===== src/rtl/data_bus_xbar.sv =====
// data_bus_xbar: N-master round-robin shared bus with base/mask slave decode,
// decode-error response and slave timeout watchdog; one transaction at a time.
module data_bus_xbar #(
    parameter int NMST = 2,
    parameter int NSLV = 4,
    parameter int ADDR_W = 32,
    parameter int DATA_W = 32,
    parameter logic [NSLV-1:0] SLV_EN = '1,
    parameter logic [NSLV*ADDR_W-1:0] SLV_BADR = '0,
    parameter logic [NSLV*ADDR_W-1:0] SLV_MADR = '0,
    parameter int TIMEOUT = 255
) (
    input  logic                     clk,
    input  logic                     rst_n,
    input  logic [NMST-1:0]          m_req,
    input  logic [NMST-1:0]          m_we,
    input  logic [NMST*ADDR_W-1:0]   m_addr,
    input  logic [NMST*DATA_W-1:0]   m_wdata,
    input  logic [NMST*DATA_W/8-1:0] m_be,
    output logic [DATA_W-1:0]        m_rdata,
    output logic [NMST-1:0]          m_ack,
    output logic [NMST-1:0]          m_err,
    output logic [NSLV-1:0]          s_sel,
    output logic                     s_we,
    output logic [ADDR_W-1:0]        s_addr,
    output logic [DATA_W-1:0]        s_wdata,
    output logic [DATA_W/8-1:0]      s_be,
    input  logic [NSLV*DATA_W-1:0]   s_rdata,
    input  logic [NSLV-1:0]          s_ack
);
    localparam int BE_W = DATA_W / 8;
    localparam int MW = NMST > 1 ? $clog2(NMST) : 1;
    localparam int CW = TIMEOUT > 1 ? $clog2(TIMEOUT + 1) : 1;

    typedef enum logic [1:0] {IDLE, BUSY, RESP} state_t;

    state_t              r_state, w_next;
    logic [MW-1:0]       r_rr, r_gnt, w_gnt, w_off, w_rr_nxt;
    logic [2*NMST-1:0]   w_rot;
    logic [MW:0]         w_sum;
    logic                r_we, w_we, r_err, w_ack, w_to;
    logic [ADDR_W-1:0]   r_addr, w_addr;
    logic [DATA_W-1:0]   r_wdata, w_wdata, r_rdata, w_srdata;
    logic [BE_W-1:0]     r_be, w_be;
    logic [NSLV-1:0]     r_sel, w_sel;
    logic [CW-1:0]       r_cnt;

    // Rotating the request vector by rr turns the wrap-around search into a lowest-bit search.
    always_comb begin
        w_rot = {m_req, m_req} >> r_rr;
        w_off = '0;
        for (int k = NMST - 1; k >= 0; k--)
            if (w_rot[k]) w_off = MW'(k);
        w_sum = {1'b0, r_rr} + {1'b0, w_off};
        w_gnt = (w_sum >= (MW+1)'(NMST)) ? MW'(w_sum - (MW+1)'(NMST)) : MW'(w_sum);
        w_rr_nxt = (r_gnt == MW'(NMST - 1)) ? '0 : r_gnt + 1'b1;
    end

    always_comb begin
        w_we = 1'b0;
        w_addr = '0;
        w_wdata = '0;
        w_be = '0;
        for (int k = 0; k < NMST; k++)
            if (w_gnt == MW'(k)) begin
                w_we = m_we[k];
                w_addr = m_addr[k*ADDR_W +: ADDR_W];
                w_wdata = m_wdata[k*DATA_W +: DATA_W];
                w_be = m_be[k*BE_W +: BE_W];
            end
    end

    // Descending scan so the lowest matching slave index has the final say.
    always_comb begin
        w_sel = '0;
        for (int k = NSLV - 1; k >= 0; k--)
            if (SLV_EN[k] && ((w_addr & SLV_MADR[k*ADDR_W +: ADDR_W]) ==
                              (SLV_BADR[k*ADDR_W +: ADDR_W] & SLV_MADR[k*ADDR_W +: ADDR_W])))
                w_sel = NSLV'(1) << k;
    end

    always_comb begin
        w_srdata = '0;
        for (int k = 0; k < NSLV; k++)
            if (r_sel[k]) w_srdata = s_rdata[k*DATA_W +: DATA_W];
        w_ack = |(s_ack & r_sel);
        w_to = (TIMEOUT != 0) && (int'(r_cnt) + 1 == TIMEOUT);
    end

    always_ff @(posedge clk) begin
        if (!rst_n) r_state <= IDLE;
        else r_state <= w_next;
    end

    always_comb begin
        w_next = r_state;
        case (r_state)
            IDLE:    if (|m_req) w_next = (|w_sel) ? BUSY : RESP;
            BUSY:    if (w_ack || w_to) w_next = RESP;
            RESP:    w_next = IDLE;
            default: w_next = IDLE;
        endcase
    end

    always_ff @(posedge clk) begin
        if (!rst_n) begin
            r_rr <= '0;
            r_gnt <= '0;
            r_we <= 1'b0;
            r_addr <= '0;
            r_wdata <= '0;
            r_be <= '0;
            r_sel <= '0;
            r_err <= 1'b0;
            r_rdata <= '0;
            r_cnt <= '0;
        end else begin
            case (r_state)
                IDLE: if (|m_req) begin
                    r_gnt <= w_gnt;
                    r_we <= w_we;
                    r_addr <= w_addr;
                    r_wdata <= w_wdata;
                    r_be <= w_be;
                    r_sel <= w_sel;
                    r_err <= ~|w_sel;
                    r_rdata <= '0;
                    r_cnt <= '0;
                end
                BUSY: begin
                    r_cnt <= r_cnt + 1'b1;
                    if (w_ack) r_rdata <= w_srdata;
                    else if (w_to) r_err <= 1'b1;
                end
                RESP: begin
                    r_rr <= w_rr_nxt;
                    r_cnt <= '0;
                end
                default: ;
            endcase
        end
    end

    always_comb begin
        s_sel = (r_state == BUSY) ? r_sel : '0;
        s_we = (r_state == BUSY) && r_we;
        s_addr = (r_state == BUSY) ? r_addr : '0;
        s_wdata = (r_state == BUSY) ? r_wdata : '0;
        s_be = (r_state == BUSY) ? r_be : '0;
        m_ack = (r_state == RESP && !r_err) ? NMST'(1) << r_gnt : '0;
        m_err = (r_state == RESP && r_err) ? NMST'(1) << r_gnt : '0;
        m_rdata = (r_state == RESP && !r_err && !r_we) ? r_rdata : '0;
    end
endmodule


===== config.mk =====
export PLATFORM = sky130hd
export DESIGN_NAME = data_bus_xbar
export DESIGN_NICKNAME = d
export VERILOG_FILES = /design/src/rtl/data_bus_xbar.sv
export SDC_FILE = /design/constraint.sdc
export NUM_CORES = 1
export LEC_CHECK = 0
export BUFFER_PORTS_ARGS = -buffer_cell sky130_fd_sc_hd__buf_4
export CORE_AREA = 4 4 145 147
export DETAILED_ROUTE_END_ITERATION = 6
export DIE_AREA = 0 0 149 151
export GPL_ROUTABILITY_DRIVEN = 0
export PLACE_DENSITY = 0.65
export SLEW_MARGIN = 15
export SYNTH_ARGS = -nofsm -noshare
export SYNTH_HDL_FRONTEND = slang
export SYNTH_SLANG_ARGS = --single-unit

===== constraint.sdc =====
create_clock -name clk -period 2.2 [get_ports clk]
set_input_delay 0.44 -clock clk [delete_from_list [all_inputs] [get_ports clk]]
set_output_delay 0.44 -clock clk [all_outputs]
set_load 0.01 [all_outputs]

==> results of run 1 <==
## area by class of cell
class                   instances  area (µm²)
clock buffers                  20         467
clock inverters                12         203
fillers                      2034       11100
inverters                       5        20.0
multi-input cells             487        3120
flip-flops and latches        115        2310
well taps                     270         338
repair buffers                300        2360
## repair_timing
item,in CTS,in global routing
gates resized for setup,8,1
gates cloned,1,0
setup endpoints to repair,32,16
pin swaps,1,1
buffers inserted,1,0
## cells by family after synthesis
kind of cell | count (synthesis)
fa+ha+maj | 3
compound gates | 128
mux | 71
simple gates | 279
flops | 115
buf+inv | 70
other cells | 1
xor+xnor | 3
## registers in the layout (all words and copies together), names as in the netlist
| signal | flops |
|---|---|
| r_rdata | 32 |
| r_rr | 1 |
| r_err | 1 |
| r_we | 1 |
| r_be | 4 |
| r_addr | 32 |
| r_wdata | 32 |
| r_sel | 1 |
| r_cnt | 8 |
| r_state | 2 |
| r_gnt | 1 |
## cells in the final DEF, fill, tap and decap left out, drive strengths merged, types with 2 or more instances in the layout
cell type  Yosys  routed
buf           35     300
dfxtp        115     115
and2         103     103
nor2          77      77
mux2i         71      71
a211oi        70      70
nand2         40      40
nand3         38      38
a21oi         37      37
clkbuf        30      20
o21ai          7       7
bufinv         0       5
nor3           5       5
inv            4       4
a31oi          4       4
clkinvlp       0       4
clkinv         1       4
nor3b          3       3
conb           1       3
nand3b         2       2
and3           2       2
xnor2          2       2
ha             2       2
nand2b         2       2
## stage by stage
stage	setup WS, ns	hold WS, ns
finish	0.176	0.295
global route	0.0516	0.273
CTS	0.0150	0.271
detailed placement	0.255	0.439
global placement	0.240	0.434
floorplan	0.387	0.427
## Yosys cell counts, types with 7 or more instances
library cell  count  area [µm²]
mux2i_1          71         711
nand2_1          40         150
buf_4            12        90.1
nand3_1          38         190
a21oi_1          36         180
a211oi_1         69         518
dfxtp_1         115        2300
nor2_1           77         289
and2_1          103         644
o21ai_0           7        35.0
clkbuf_1         30         113
buf_2            22         110
## critical path, stage by stage, from the launching register on
cell and delay [ns]:
dfxtp_1 0.35, nand2b_4 0.19, nor3_4 0.16, buf_6 0.20, and2_1 0.16, buf_4 0.12
## per-layer routing
metal	share of wire, %	global-route usage (%)	routed length [µm]	vias to the layer above
met5	0	0	0	-
met2	48	25.8	8430	190
met1	43	18.9	7560	2409
met3	8.2	5.77	1450	17
met4	1.3	4.44	226	0
li1	-	-	-	2822
## power groups by stage
stage	logic [W]	registers, W	clock network [W]
4_1_cts	0.00152	0.00240	0.00319
3_5_place_dp	0.00151	0.00245	0
5_1_grt	0.00165	0.00243	0.00330
2_1_floorplan	0.000854	0.00241	0
6_report	0.00149	0.00240	0.00309
3_3_place_gp	0.00149	0.00244	0
## worst max-delay path by stage
| stage | endpoint | slack, ns | depth (start not counted) |
|---|---|---|---|
| CTS | m_rdata[26] | 0.02 | 6 |
| detailed placement | m_rdata[9] | 0.25 | 5 |
| finish | m_rdata[9] | 0.18 | 5 |
| global placement | m_rdata[31] | 0.24 | 5 |
| global route | m_rdata[25] | 0.05 | 5 |
| floorplan | m_rdata[10] | 0.39 | 5 |
==> metrics.cfg, run 1 <==
[grt]
grt_first_pass_wirelength_mm=27.6
antenna_found_initial=0
grt_use_total_pct=15.5
gr-total-overflow=0
grt_max_degree=64
grt_pass1_vias=5270

[yosys]
synth.area.mux_share_pct=12.4
synth_seq_cells=115
netlist_instances=670
synth_top_family_by_area=simple AND/OR/NAND/NOR gates
synthXorXnorAreaFrac_pct=0.460
synthAdderAreaFrac_pct=0.613
ys_seq_area_share_pct=40.3
synth_edf_count=0
synth-compound-area-share_pct=15.2
yosysWarnings=0
synthDistinctLibCells=46
avgSynthCellArea_um2=8.53
syn-cell-area_um2=5710
async_flop_share_pct=0
synth_top_flop_cell=dfxtp_1
synthSimpleGateAreaFrac_pct=25.0

[min_path]
hold_path.class=primary input to flop
hold_path_end=r_rdata[21]$_SDFFE_PN0P_
min_path_cells=3
min-delay-start=s_rdata[21]

[clocking]
cts-root-buf=clkbuf_16
clk_latency_ns=0.41
cts_buffer_depth=2
h-tree-depth=4
ctsHoldBuffers=0
clk_pin_slew_worst_paths_ns=0.05
cts_sinks=115
cts_tree=done
cts_buffers=17

[placed_design]
post_dp_cell_area_um2=8110
placedCellCount=1176
portBuffers=280
place_hpwl_mm=12.8

[power]
power_density_nw_per_um2=792
swShare_pct=26.5
p_switching_w=0.00185
p_seq_share_pct=34.4
ir_worst_vdd_mv=0.469
pwr-share-comb_pct=21.3
p_clk_share_pct=44.3
total_power_w=0.00698
power.internal_w=0.00513
p_leak_nw=3.85

[final_layout]
layout-drive-gt1-share_pct=36.7
area_growth_pct=54.2
n_antenna_cell=0
final_cells=1209
postLayoutCoreUtil_pct=44.3
nNetsFinal=1202
fin_area_um2=8810

[route]
viasPerCell=4.50
dr.pass1.iters=4
vias=5438
wirelength_mm=17.7
first_iter_violations=213
ant_nets=0
wl_per_cell_um=14.6
drc=0

[setup_path]
endpoint_kind=output port
path_class=flop to output port
arrival_ns=1.58
reg2regPathDepth=5
rrSetupSlack_ns=0.35
worst-path-max-fanout=16
cp-start-kind=flop
reg2reg_to=r_state[0]$_SDFFE_PN0P_
required_ns=1.76
r2r_start=r_cnt[0]$_SDFFE_PN0P_
crit_start=r_state[0]$_SDFFE_PN0P_

[timing]
hold_viol_final=0
setup_viol=0
rsz0062_at_grt=false
finalCritPeriodShare_pct=92.0
fin_setup_tns_ns=0
fmax_ghz=0.494
period_needed_ns=2.02
finalClockSkew_ns=0.00833
drv_slew=0

[flow_run]
maxCapViolCount=0

[floorplanning]
fp.dieW_um=149
core_um2=19900
rows=52
die_area_um2=22500
io_pins=383
die_h_um=151
initial_utilization_pct=28.7

[run_status]
status=finished, final reports clean

(Power assumes the default switching activity.)
==> inputs of run 2 (changes only) <==
--- a/config.mk
+++ b/config.mk
@@ -6,11 +6,13 @@
 export NUM_CORES = 1
 export LEC_CHECK = 0
 export BUFFER_PORTS_ARGS = -buffer_cell sky130_fd_sc_hd__buf_4
-export CORE_AREA = 4 4 145 147
+export CELL_PAD_IN_SITES_DETAIL_PLACEMENT = 0
+export CELL_PAD_IN_SITES_GLOBAL_PLACEMENT = 2
+export CORE_MARGIN = 4
+export CORE_UTILIZATION = 22
 export DETAILED_ROUTE_END_ITERATION = 6
-export DIE_AREA = 0 0 149 151
 export GPL_ROUTABILITY_DRIVEN = 0
-export PLACE_DENSITY = 0.65
+export PLACE_DENSITY = 0.87
 export SLEW_MARGIN = 15
 export SYNTH_ARGS = -nofsm -noshare
 export SYNTH_HDL_FRONTEND = slang
==> run 2 against run 1 <==
Compared with the run above: register-to-register slack better by 0.05 ns; hold slack worse by 0.0010 ns; largest cell class unchanged; via count rose by 0.20%; die area increased by 27%; sequential power barely moved; global-route usage fell by 3.0 points; critical path type unchanged; clock power fell by 15%; maximum frequency shrank 2.4%; critical path depth increased by 1.
==> metrics.cfg, run 2 (synthesis results as in run 1) <==
[grt]
grt_first_pass_wirelength_mm=28.6  ; +3.8%
met2_usage_pct=21.1  ; -4.6 points
grt_use_total_pct=12.6  ; -3.0 points
grt_pass1_vias=5188  ; -1.6%
gr-total-overflow=0  ; unchanged
grt_max_degree=88  ; +38%
use_met3_pct=3.98  ; -1.8 points
met1_usage_pct=15.5  ; -3.4 points
top_usage_layer=met2
antenna_found_initial=0  ; unchanged

[setup_path]
crit_path_frequent_cell=buf_4
required_ns=1.76  ; about the same
cp-start-kind=flop
endpoint_kind=output port
reg2reg_to=r_state[0]$_SDFFE_PN0P_
worst-path-max-fanout=16  ; unchanged
r2r_start=r_cnt[0]$_SDFFE_PN0P_
worstPathBufferInverterCount=3  ; +1
rrSetupSlack_ns=0.40  ; +0.05 ns
arrival_ns=1.63  ; +0.05 ns
slowest_delay_ns=0.33  ; -0.02 ns
crit_family=simple AND/OR/NAND/NOR gates
crit_chain=nand2b_4, nor3_4, buf_4, buf_6, and2_1, buf_4
reg2regPathDepth=5  ; unchanged
slowest_stage=dfxtp_1
path_class=flop to output port

[route]
dr.pass1.iters=4  ; unchanged
viasPerCell=4.30  ; -4.4%
vias=5449  ; +0.20%
wl_per_cell_um=14.7  ; +0.90%
ant_nets=0  ; unchanged
wirelength_mm=18.7  ; +5.7%
drc=0  ; unchanged
first_iter_violations=231  ; +8.5%

[timing]
setup_viol=0  ; unchanged
period_needed_ns=2.07  ; +0.0494 ns
tightest_slew_ns=0.560
hold-worst-slack_ns=0.294  ; -0.00101 ns
rsz0062_at_grt=false
drv_slew=0  ; unchanged
fin_setup_tns_ns=0  ; unchanged
fmax_ghz=0.482  ; -2.4%
slew_headroom_pct=62.6
finalClockSkew_ns=0.00832  ; -0.0000112 ns
finalCritPeriodShare_pct=94.3  ; +2.2 points
hold_viol_final=0  ; unchanged

[flow_run]
maxCapViolCount=0  ; unchanged

[floorplanning]
die_area_um2=28600  ; +27%
fp.dieW_um=169  ; +14%
core_um2=25400  ; +28%
initial_utilization_pct=22.5  ; -6.2 points
die_h_um=169  ; +12%
rows=58  ; +12%
io_pins=383  ; unchanged

[clocking]
clk_latency_ns=0.41  ; about the same
cts_buffer_depth=2  ; unchanged
cts_buffers=17  ; unchanged
clk_pin_slew_worst_paths_ns=0.05  ; about the same
cts-root-buf=clkbuf_16
cts_tree=done
ctsHoldBuffers=0  ; unchanged
cts_sinks=115  ; unchanged
h-tree-depth=4  ; unchanged

[min_path]
hold_path.class=primary input to flop
min-delay-start=s_rdata[8]
hold_path_end=r_rdata[8]$_SDFFE_PN0P_
min_path_cells=3  ; unchanged

[placed_design]
portBuffers=280  ; unchanged
place_hpwl_mm=13.3  ; +4.1%

[final_layout]
layout-drive-gt1-share_pct=36.2  ; -0.56 points
n_antenna_cell=0  ; unchanged
final_common_cell=buf_4
fillers=2707  ; +33%
layout_common_cells=buf_4, dfxtp_1, and2_1
top_regs=r_addr x32, r_rdata x32, r_wdata x32
nNetsFinal=1200  ; -0.17%
area_growth_pct=53.0

[power]
power_density_nw_per_um2=746  ; -5.7%
ir_worst_vdd_mv=0.419  ; -10%
p_leak_nw=3.79  ; -1.6%

[run_status]
status=finished, final reports clean

[run 2: cell types whose count changed in the layout (fill, tap and decap cells not counted), sizes merged]
cell	change
clkinvlp	-1
clkbuf	+1
clkinv	+3
buf	-2
bufinv	-3
[run 2: worst max-delay path by stage]
stage                     slack, ns                     from          end  depth (start not counted)
after detailed placement       0.26  r_state[1]$_SDFFE_PN0P_  m_rdata[31]                          5
after global placement         0.27  r_state[1]$_SDFFE_PN0P_  m_rdata[31]                          5
after global routing          0.001  r_state[0]$_SDFFE_PN0P_   m_rdata[6]                          6
after floorplan                0.39  r_state[0]$_SDFFE_PN0P_  m_rdata[10]                          5
after CTS                     0.009  r_state[1]$_SDFFE_PN0P_  m_rdata[30]                          6
final                          0.13  r_state[0]$_SDFFE_PN0P_  m_rdata[30]                          6
[run 2: layer usage]
layer | share of wire, % | vias to the layer above
li1 | - | 2828
met1 | 43 | 2433
met2 | 49 | 172
met3 | 7.3 | 16
met4 | 1.3 | 0
met5 | 0 | -
[run 2: worst reg2reg max path: stages, from the launching register on]
cell and delay, ns:
dfxtp_1 0.50, ha_1 0.34, xnor2_1 0.09, nor4b_1 0.31, o211ai_1 0.21, a22o_1 0.25
[run 2: area by class of cell]
type	instances	area [µm²]	share of cell area, %
Inverter	5	20.0	0.229
Tap cell	330	413	4.72
Clock inverter	11	113	1.29
Timing Repair Buffer	298	2330	26.7
Multi-Input combinational cell	487	3120	35.7
Clock buffer	21	440	5.04
Sequential cell	115	2310	26.4
[run 2: where the power goes]
part           internal (W)  total [W]  switching [W]
clock               0.00165    0.00264       0.000993
combinational      0.000722    0.00148       0.000763
sequential          0.00230    0.00240      0.0000992
[run 2: timing repair]
| item | 4_1_cts | 5_1_grt |
|---|---|---|
| endpoints found under the setup margin | 32 | 19 |
| gates resized for setup | 7 | 1 |
| gates cloned | 1 | 0 |
| setup buffers | 1 | 0 |
| pin swaps | 1 | 1 |
[run 2: per-stage QoR]
| stage | util, % | std cells | setup slack (ns) | total power [W] | cell area (µm²) |
|---|---|---|---|---|---|
| 3_5_place_dp | 32.1 | 1233 | 0.258 | 0.00395 | 8150 |
| 4_1_cts | 34.4 | 1267 | 0.00879 | 0.00667 | 8740 |
| 3_3_place_gp | 32.1 | 1233 | 0.268 | 0.00393 | 8150 |
| 6_report | 34.4 | 1267 | 0.126 | 0.00653 | 8740 |
| 5_1_grt | 34.4 | 1267 | 0.00117 | 0.00691 | 8740 |
| 2_1_floorplan | - | 672 | 0.387 | 0.00326 | 5720 |
